==> config.mk <==
export PLATFORM = sky130hd
export DESIGN_NAME = add_accum_lanes
export DESIGN_NICKNAME = d
export VERILOG_FILES = /design/src/rtl/add_accum_lanes.sv
export SDC_FILE = /design/constraint.sdc
export NUM_CORES = 1
export LEC_CHECK = 0
export BUFFER_PORTS_ARGS = -buffer_cell sky130_fd_sc_hd__buf_2
export CAP_MARGIN = 15
export CORE_AREA = 10 10 281 283
export DETAILED_ROUTE_END_ITERATION = 6
export DIE_AREA = 0 0 291 293
export GPL_ROUTABILITY_DRIVEN = 1
export SETUP_SLACK_MARGIN = 0.5
export SYNTH_ARGS = -nofsm -noshare
export SYNTH_HDL_FRONTEND = slang
export SYNTH_SLANG_ARGS = --single-unit
==> constraint.sdc <==
create_clock -name clk -period 22.6 [get_ports clk]
set_clock_uncertainty 0.05 [all_clocks]
set_input_delay 1.13 -clock clk [delete_from_list [all_inputs] [get_ports clk]]
set_output_delay 1.13 -clock clk [all_outputs]
set_load 0.01 [all_outputs]
==> src/rtl/add_accum_lanes.sv <==
`default_nettype none
// ============================================================================
// Module : add_accum_lanes
// Brief  : Multi-lane truncate/round, saturating accumulate and write-back stage
// Rev    : 1.0  initial release
// ============================================================================
module add_accum_lanes #(
    parameter int LANES         = 4,
    parameter int PE_DATA_WIDTH = 16,
    parameter int ACT_WIDTH     = 24,
    parameter int ADDR_WIDTH    = 6,
    parameter int TRUNC_WIDTH   = 5,
    parameter int SAT_EN        = 1,
    parameter int ROUND_EN      = 1,
    parameter int CNT_WIDTH     = 16
) (
    input  logic                               clk,
    input  logic                               rst_n,
    input  logic [5:0]                         PE_IDX,
    input  logic [1:0]                         comp_en_add,
    input  logic [LANES*ACT_WIDTH-1:0]         out_act_value_add,
    input  logic [LANES*2*PE_DATA_WIDTH-1:0]   mult_result_add,
    input  logic [TRUNC_WIDTH-1:0]             trunc_amount_add,
    input  logic [ADDR_WIDTH-1:0]              out_act_addr_add,
    input  logic                               ovf_clr,
    output logic                               out_act_write_en,
    output logic [ADDR_WIDTH-1:0]              out_act_addr_wb,
    output logic [LANES*ACT_WIDTH-1:0]         add_result_wb,
    output logic [LANES-1:0]                   ovf_sticky,
    output logic [CNT_WIDTH-1:0]               ovf_count
);

    localparam int         c_PROD_W     = 2 * PE_DATA_WIDTH;
    localparam int         c_EXT_W      = c_PROD_W + 1;
    localparam int         c_EV_W       = $clog2(LANES + 1);
    localparam logic [1:0] c_MODE_IDLE  = 2'b00;
    localparam logic [1:0] c_MODE_ACC   = 2'b01;
    localparam logic [1:0] c_MODE_LOAD  = 2'b10;
    localparam logic [1:0] c_MODE_CLEAR = 2'b11;

    logic                       out_act_write_en_q, out_act_write_en_d;
    logic [ADDR_WIDTH-1:0]      out_act_addr_wb_q,  out_act_addr_wb_d;
    logic [LANES*ACT_WIDTH-1:0] add_result_wb_q,    add_result_wb_d;
    logic [LANES-1:0]           ovf_sticky_q,       ovf_sticky_d;
    logic [CNT_WIDTH-1:0]       ovf_count_q,        ovf_count_d;

    logic                       w_active;
    logic                       w_fwd;
    logic [LANES-1:0]           w_lane_ovf;
    logic [c_EV_W-1:0]          w_events;
    logic [CNT_WIDTH-1:0]       w_cnt_base;
    logic [CNT_WIDTH:0]         w_cnt_sum;

    assign w_active = (comp_en_add != c_MODE_IDLE);
    // The register file has not yet seen last cycle's write; take it from the wb stage.
    assign w_fwd    = out_act_write_en_q && (out_act_addr_wb_q == out_act_addr_add);

    generate
        for (genvar gi = 0; gi < LANES; gi++) begin : g_lane
            logic [c_EXT_W-1:0]              w_rnd;
            logic signed [c_EXT_W-1:0]       w_rounded;
            logic signed [PE_DATA_WIDTH-1:0] w_t_narrow;
            logic [ACT_WIDTH-1:0]            w_t;
            logic [ACT_WIDTH-1:0]            w_opa;
            logic [ACT_WIDTH-1:0]            w_sum;
            logic [ACT_WIDTH-1:0]            w_res;
            logic                            w_ovf;

            always_comb begin
                w_rnd = '0;
                if (ROUND_EN != 0 && trunc_amount_add != '0)
                    w_rnd = (c_EXT_W'(1) << trunc_amount_add) >> 1;
                // One guard bit keeps the rounding add from overflowing.
                w_rounded  = {mult_result_add[gi*c_PROD_W + c_PROD_W - 1],
                              mult_result_add[gi*c_PROD_W +: c_PROD_W]} + w_rnd;
                w_t_narrow = PE_DATA_WIDTH'(w_rounded >>> trunc_amount_add);
                w_t        = ACT_WIDTH'(w_t_narrow);
                w_opa      = w_fwd ? add_result_wb_q[gi*ACT_WIDTH +: ACT_WIDTH]
                                   : out_act_value_add[gi*ACT_WIDTH +: ACT_WIDTH];
                w_sum      = w_opa + w_t;
                w_ovf      = (comp_en_add == c_MODE_ACC) &&
                             (w_opa[ACT_WIDTH-1] == w_t[ACT_WIDTH-1]) &&
                             (w_sum[ACT_WIDTH-1] != w_opa[ACT_WIDTH-1]);
                w_res      = add_result_wb_q[gi*ACT_WIDTH +: ACT_WIDTH];
                case (comp_en_add)
                    c_MODE_ACC: begin
                        if (w_ovf && SAT_EN != 0)
                            w_res = {w_opa[ACT_WIDTH-1], {(ACT_WIDTH-1){~w_opa[ACT_WIDTH-1]}}};
                        else
                            w_res = w_sum;
                    end
                    c_MODE_LOAD:  w_res = w_t;
                    c_MODE_CLEAR: w_res = '0;
                    default:      ;
                endcase
            end

            assign add_result_wb_d[gi*ACT_WIDTH +: ACT_WIDTH] = w_res;
            assign w_lane_ovf[gi]                             = w_ovf;
        end
    endgenerate

    always_comb begin
        w_events = '0;
        for (int i = 0; i < LANES; i++)
            w_events = w_events + c_EV_W'(w_lane_ovf[i]);
        // A same-cycle clear drops history but keeps this cycle's events.
        w_cnt_base         = ovf_clr ? '0 : ovf_count_q;
        w_cnt_sum          = {1'b0, w_cnt_base} + (CNT_WIDTH+1)'(w_events);
        ovf_count_d        = w_cnt_sum[CNT_WIDTH] ? '1 : w_cnt_sum[CNT_WIDTH-1:0];
        ovf_sticky_d       = (ovf_clr ? '0 : ovf_sticky_q) | w_lane_ovf;
        out_act_write_en_d = w_active;
        out_act_addr_wb_d  = w_active ? out_act_addr_add : out_act_addr_wb_q;
    end

    always_ff @(posedge clk or negedge rst_n) begin
        if (!rst_n) begin
            out_act_write_en_q <= 1'b0;
            out_act_addr_wb_q  <= '0;
            add_result_wb_q    <= '0;
            ovf_sticky_q       <= '0;
            ovf_count_q        <= '0;
        end else begin
            out_act_write_en_q <= out_act_write_en_d;
            out_act_addr_wb_q  <= out_act_addr_wb_d;
            add_result_wb_q    <= add_result_wb_d;
            ovf_sticky_q       <= ovf_sticky_d;
            ovf_count_q        <= ovf_count_d;
        end
    end

    assign out_act_write_en = out_act_write_en_q;
    assign out_act_addr_wb  = out_act_addr_wb_q;
    assign add_result_wb    = add_result_wb_q;
    assign ovf_sticky       = ovf_sticky_q;
    assign ovf_count        = ovf_count_q;

`ifndef SYNTHESIS
    always_ff @(posedge clk) begin
        for (int i = 0; i < LANES; i++)
            if (rst_n && w_lane_ovf[i])
                $display("add_accum_lanes warning: PE %0d lane %0d accumulate overflow", PE_IDX, i);
    end
`endif

endmodule
`default_nettype wire

==> results of run 1 <==
## cell type report
class                   instances  area (um^2)  share of cell area (%)
flip-flops and latches        123         3080                    9.57
inverters                     105          397                    1.23
clock buffers                  19          453                    1.41
diodes                          5         12.5                  0.0389
repair buffers                448         2480                    7.72
multi-input cells            3412        24400                    75.7
well taps                     969         1210                    3.77
clock inverters                13          165                   0.513
## cell families after synthesis
group / Yosys count
DFF: 123
buffers and inverters: 392
AOI/OAI and AO/OA: 1459
muxes: 231
adders and majority gates: 214
and+or+nand+nor: 1295
xor gates and xnor gates: 213
## stage by stage
step           cells  cell area (um^2)
6_report        5094             32200
5_1_grt         5093             32200
4_1_cts         5089             32200
3_5_place_dp    5057             31500
3_3_place_gp    5057             31500
2_1_floorplan   3927             29000
## flip-flops by register name, indices dropped and copies added, names as in the netlist
| name | flops |
|---|---|
| add_result_wb | 96 |
| out_act_addr_wb | 6 |
| out_act_write_en | 1 |
| ovf_count | 16 |
| ovf_sticky | 4 |
## worst min-delay path, cell delays in order (launching register included)
cell	delay [ns]
dfrtp_1	0.37
nand2_1	0.06
nand2_1	0.05
## cell usage in the layout, fill, tap and decap left out, types with 31 or more instances in the layout
| master | synthesis | routed |
|---|---|---|
| buf_2 | 25 | 358 |
| nand2_1 | 336 | 336 |
| nor2_1 | 338 | 335 |
| a21oi_1 | 274 | 274 |
| o21ai_0 | 202 | 202 |
| ha_1 | 194 | 194 |
| xnor2_1 | 141 | 141 |
| dfrtp_1 | 123 | 123 |
| mux2_2 | 115 | 115 |
| a21o_1 | 110 | 110 |
| nand3_1 | 103 | 103 |
| inv_1 | 102 | 98 |
| nor3_1 | 95 | 90 |
| buf_4 | 7 | 88 |
| mux2i_1 | 87 | 87 |
| o211ai_1 | 85 | 85 |
| a211oi_1 | 75 | 74 |
| xor2_1 | 71 | 71 |
| a31oi_1 | 64 | 64 |
| and3_1 | 56 | 56 |
| a221o_1 | 54 | 54 |
| and2_1 | 53 | 53 |
| or3_1 | 51 | 51 |
| o21a_1 | 49 | 49 |
| nand4_1 | 42 | 42 |
| nand2b_1 | 40 | 40 |
| a22oi_1 | 37 | 37 |
| o2111ai_1 | 33 | 33 |
| nor2b_1 | 31 | 31 |
| or2_2 | 31 | 31 |
## path summary, 6_finish.rpt
kind                       cells after the start                              to                      startpoint  slack [ns]
hold reg to reg                                2  out_act_addr_wb[1]$_DFFE_PN0P_  out_act_addr_wb[1]$_DFFE_PN0P_        0.46
hold / removal                                 2  out_act_addr_wb[1]$_DFFE_PN0P_  out_act_addr_wb[1]$_DFFE_PN0P_        0.46
max in group asynchronous                      2   add_result_wb[45]$_DFFE_PN0P_                           rst_n       20.60
min in group asynchronous                      1          ovf_count[9]$_DFF_PN0_                           rst_n        0.68
setup / recovery                              40         ovf_count[13]$_DFF_PN0_             trunc_amount_add[0]        8.41
setup reg to reg                              26         ovf_count[13]$_DFF_PN0_  out_act_addr_wb[1]$_DFFE_PN0P_       13.81
## metal layers
layer | track usage [%] | share of wire, %
met4 | 17.3 | 6.2
met1 | 41.2 | 41
met3 | 6.09 | 9.7
met2 | 48.7 | 43
met5 | 0 | 0.034
## power breakdown
| group | internal (mW) | switching (mW) |
|---|---|---|
| combinational | 0.328 | 0.539 |
| clock | 0.180 | 0.113 |
| sequential | 0.261 | 0.0398 |
==> impl_results.md, run 1 <==
- Global-route wire length before repair: between 200000 and 250000 um
- Hold slack: ~0.46 ns
- Std cell rows: 100
- Worst slew pin tran: between 1 and 1.5 ns
- Max Clk Rate: 70.5 MHz
- CTS tree: done
- Post-CTS setup buffers: 0
- Unrepaired setup endpoints after global routing: no
- Top cell type's share of synthesized area: 10.6%
- Post-Synth XOR/XNOR Area: under 10%
- Outcome: finished, final reports clean
- DIE HEIGHT: roughly 300 um
- Total vias in the final route: 34200
- Seq/Total Area, Yosys: between 10% and 20%
- Max_cap viols: 0
- Number of synthesized flops with an enable pin: 0
- CP required: between 20 and 25 ns
- Starting density of the core: between 30% and 40%
- H-tree depth: 4
- Crit path buffers/inverters: 6
- Gr usage total: 31.6%
- Post-route ant nets: 0
- Area growth syn-to-layout: 11.1%
- Overall overflow remaining after global route: 0
- Worst skew pair latency: approximately 0.45 ns
- Boundary Pins: between 300 and 400
- Post-synth cell types: 127
- Main synth FF type: dfrtp_1
- Clk buf depth: 2
- Clock transition at path regs: roughly 0.060 ns
- DRT Pass-1 Iters: 7
- Crit Path Category: input port to flip-flop
- Post-route clock period utilization: between 60% and 70%
- # DRC: 0
- Vias per cell: ~6.7
- Worst rel slew slack: 8.30%
- Hold Crit Class: flip-flop to flip-flop
- Post-synthesis compound-gate area fraction: 36.4%
- Most common cell in the netlist: nor2_1
- Top cells by area, synth: dfrtp_1 (11%), ha_1 (8.4%), a21oi_1 (4.7%)
- Post-route setup slack: between 8 and 9 ns
- Final Net Count: around 4600
- PD cells: 45.4 mW/mm^2
- Critical-path top delay cell: clkinv_2
- Largest family of logic cells by synthesized area: compound AO/OA/AOI/OAI gates
- Largest net degree at the start of global routing: ~130
- Routed wire length: roughly 140000 um
- Worst-path fanout max: 60
- Number of global-route vias before repair: around 32000
- Largest area contributor in the netlist: dfrtp_1
- Syn nets: about 4400
- Post-synthesis register bit count: approximately 120
- Post-layout util: between 40% and 50%
- Pwr Total: between 1 and 1.5 mW
- CTS sink cnt: 123
- Initial antenna violation count: 10
- Critical path's top delay family: compound AO/OA/AOI/OAI gates
- P_leak: between 10 and 15 nW
- Final setup fails: 0
- Minimum clock period: between 10 and 15 ns
- Synth cell count leaders: nor2_1 (338), nand2_1 (336), a21oi_1 (274), clkbuf_1 (211), o21ai_0 (202)
- Fin Setup TNS: 0 ns
- Number of hold buffers added after CTS: 0
- RePlAce Congestion: around 1.1
- Post-Synth Simple-Gate Area: around 22%
- Post-synthesis cell area: between 0.02 and 0.03 mm^2
- Synth Instances: around 3900
- Dpl hpwl: between 100000 and 150000 um
- Core area: about 0.074 mm^2
- Final hold vios: 0
- CP Capture Type: flip-flop
- Gates resized, CTS repair: 0
- CTS root buf: clkbuf_16
- Post-Syn Area per Cell: around 7.4 um^2
- CP startpoint kind: input port
- Layout cells sized above 1: roughly 18%
- CP arrival: approximately 15 ns
- Synth Warn #: 0
- Die X: just under 300 um
- Setup WS pre-CTS: between 8 and 9 ns
- Full die area: about 0.085 mm^2
- Mux share of post-synthesis cell area: under 10%
- CP max stage delay: 0.87 ns
- Slew Limit Fails: 0
- DR WL/cell: roughly 28 um
- Worst vdd ir: around 0.057 mV
- Fillers: between 7000 and 8000
- CTS Buf Count: 17
- I/O Buffers: 362
- Synth Area in Adders: 9.31%
- Async S/R FF share, synth: 100%
- DR iter-0 viols: ~4400
Power figures use the tool's default switching activity.
==> inputs of run 2 (changes only) <==
- clock period: 22.6 -> 14.3 ns (I/O delays scaled with it)
==> impl_results.md, run 2 (synthesis gave the netlist of run 1 again) <==
- Outcome: finished, final reports clean (unchanged)
- Global-route wire length before repair: 214000 um (was 210000 um)
- CP Capture Type: flip-flop (unchanged)
- I/O Buffers: 362 (unchanged)
- DR WL/cell: 28.5 um (was 28.2 um)
- Worst rel slew slack: 14.5% (was 8.30%)
- # DRC: 0 (unchanged)
- Minimum clock period: between 10 and 15 ns
- Most frequent cells in the layout: buf_2 (358), nand2_1 (336), nor2_1 (335), a21oi_1 (274), o21ai_0 (202) (unchanged)
- CTS Buf Count: 17 (unchanged)
- Die X: 291 um (unchanged)
- P_leak: 14.1 nW (was 14.0 nW)
- Post-layout util: 44.0% (was 43.7%)
- Slew Limit Fails: 0 (unchanged)
- Post-route ant nets: 0 (unchanged)
- Layout cells sized above 1: 18.9% (was 18.2%)
- Post-CTS setup buffers: 0 (unchanged)
- Final Net Count: 4586 (was 4554)
- RePlAce Congestion: 1.06 (was 1.10)
- CTS sink cnt: 123 (unchanged)
- CP required: 14.61 ns (was 22.91 ns)
- Gates resized, CTS repair: 0 (unchanged)
- DR iter-0 viols: 4062 (was 4370)
- Full die area: 0.0853 mm^2 (unchanged)
- Vias per cell: 6.66 (was 6.70)
- Final setup fails: 0 (unchanged)
- Routed wire length: 146000 um (was 144000 um)
- Initial antenna violation count: 8 (was 10)
- Largest net degree at the start of global routing: 97 (was 132)
- Worst-path fanout max: 17 (was 60)
- CTS root buf: clkbuf_16 (unchanged)
- Critical-path top delay cell: nor2_1 (was clkinv_2)
- Unrepaired setup endpoints after global routing: no (unchanged)
- PD cells: 71.7 mW/mm^2 (was 45.4 mW/mm^2)
- Boundary Pins: 369 (unchanged)
- Worst R2R Setup Slack: 6.30 ns (was 13.81 ns)
- Number of global-route vias before repair: 32000 (about the same)
- CP max stage delay: 0.92 ns (was 0.87 ns)
- Overall overflow remaining after global route: 0 (unchanged)
- DIE HEIGHT: 293 um (unchanged)
- Dpl hpwl: 117000 um (was 114000 um)
- Std cell rows: 100 (unchanged)
- H-tree depth: 4 (unchanged)
- Area growth syn-to-layout: 11.9% (was 11.1%)
- Fillers: 7668 (was 7767)
- Max Clk Rate: 82.0 MHz
- Max reg flops: 96 (unchanged)
- Max_cap viols: 0 (unchanged)
- Crit Path Category: input port to flip-flop (unchanged)
- CP arrival: 12.50 ns (was 14.50 ns)
- Number of hold buffers added after CTS: 0 (unchanged)
- Final hold vios: 0 (unchanged)
- Starting density of the core: 39.4% (unchanged)
- CTS tree: done (unchanged)
- Hold Crit Class: input port to async pin (was flip-flop to flip-flop)
- Core area: 0.0736 mm^2 (unchanged)
- Pwr Total: 2.32 mW (was 1.46 mW)
- CP startpoint kind: input port (unchanged)
- Gr usage total: 32.3% (was 31.6%)
- Worst vdd ir: 0.0863 mV (was 0.0573 mV)
- Post-route clock period utilization: a little under nine tenths
- Worst skew pair latency: 0.45 ns (about the same)
- Fin Setup TNS: 0 ns (unchanged)
- Clock transition at path regs: 0.07 ns (was 0.06 ns)
- DRT Pass-1 Iters: 6 (was 7)
- Total vias in the final route: 34100 (was 34200)
- Most common library cell in the layout ignoring fill and taps: buf_2 (unchanged)
- Clk buf depth: 2 (unchanged)
- Worst slew pin tran: 1.28 ns (was 1.37 ns)
## run 2: cell count changes in the layout (fill, tap and decap cells not counted), moves of 2 or more
cell	delta
buf_4	+31
inv_8	+4
clkinvlp_4	-3
clkbuf_8	-2
inv_6	+2
## run 2: power by group
part,internal [mW],switching [mW]
Sequential,0.412,0.0625
Combinational,0.530,0.858
Clock,0.264,0.196
## run 2: final cells by class
| type | count | area (um^2) | area share, % |
|---|---|---|---|
| Multi-Input combinational cell | 3412 | 24400 | 75.2 |
| Sequential cell | 123 | 3080 | 9.50 |
| Timing Repair Buffer | 480 | 2740 | 8.44 |
| Tap cell | 969 | 1210 | 3.74 |
| Clock buffer | 17 | 425 | 1.31 |
| Inverter | 105 | 397 | 1.22 |
| Clock inverter | 15 | 179 | 0.552 |
| Antenna cell | 4 | 10.0 | 0.0309 |
## run 2: final timing paths
kind,from,endpoint,depth (start not counted)
min,rst_n,ovf_count[7]$_DFF_PN0_,1
max in group asynchronous,rst_n,add_result_wb[46]$_DFFE_PN0P_,2
min in group clk,ovf_sticky[3]$_DFF_PN0_,ovf_sticky[3]$_DFF_PN0_,1
min reg2reg,ovf_sticky[3]$_DFF_PN0_,ovf_sticky[3]$_DFF_PN0_,1
max reg2reg,out_act_addr_wb[0]$_DFFE_PN0P_,ovf_count[3]$_DFF_PN0_,26
max,trunc_amount_add[3],ovf_count[3]$_DFF_PN0_,38
## run 2: metal layers
metal	track usage, %	vias to the layer above	part of all wire, %
li1	-	15600	-
met1	42.3	16500	42
met2	49.2	1805	43
met3	6.59	299	9.4
met4	17.4	8	6.1
met5	0	-	0.037
## run 2: worst max-delay path: cells and delay by family
kind	cells	cell delay [ns]
buffers and inverters	4	0.70
adder cells (fa/ha/maj)	6	2.34
AND/OR/NAND/NOR	14	4.83
AO/OA/AOI/OAI	14	3.86
## run 2: through the flow
step	cells	hold slack [ns]	setup WS [ns]	instance area, um^2
after floorplan	3927	0.369	2.48	29000
after global placement	5089	0.438	2.09	31800
after detailed placement	5089	0.435	2.01	31800
after CTS	5121	0.296	2.40	32400
after global routing	5124	0.318	1.50	32400
final	5125	0.264	2.11	32400
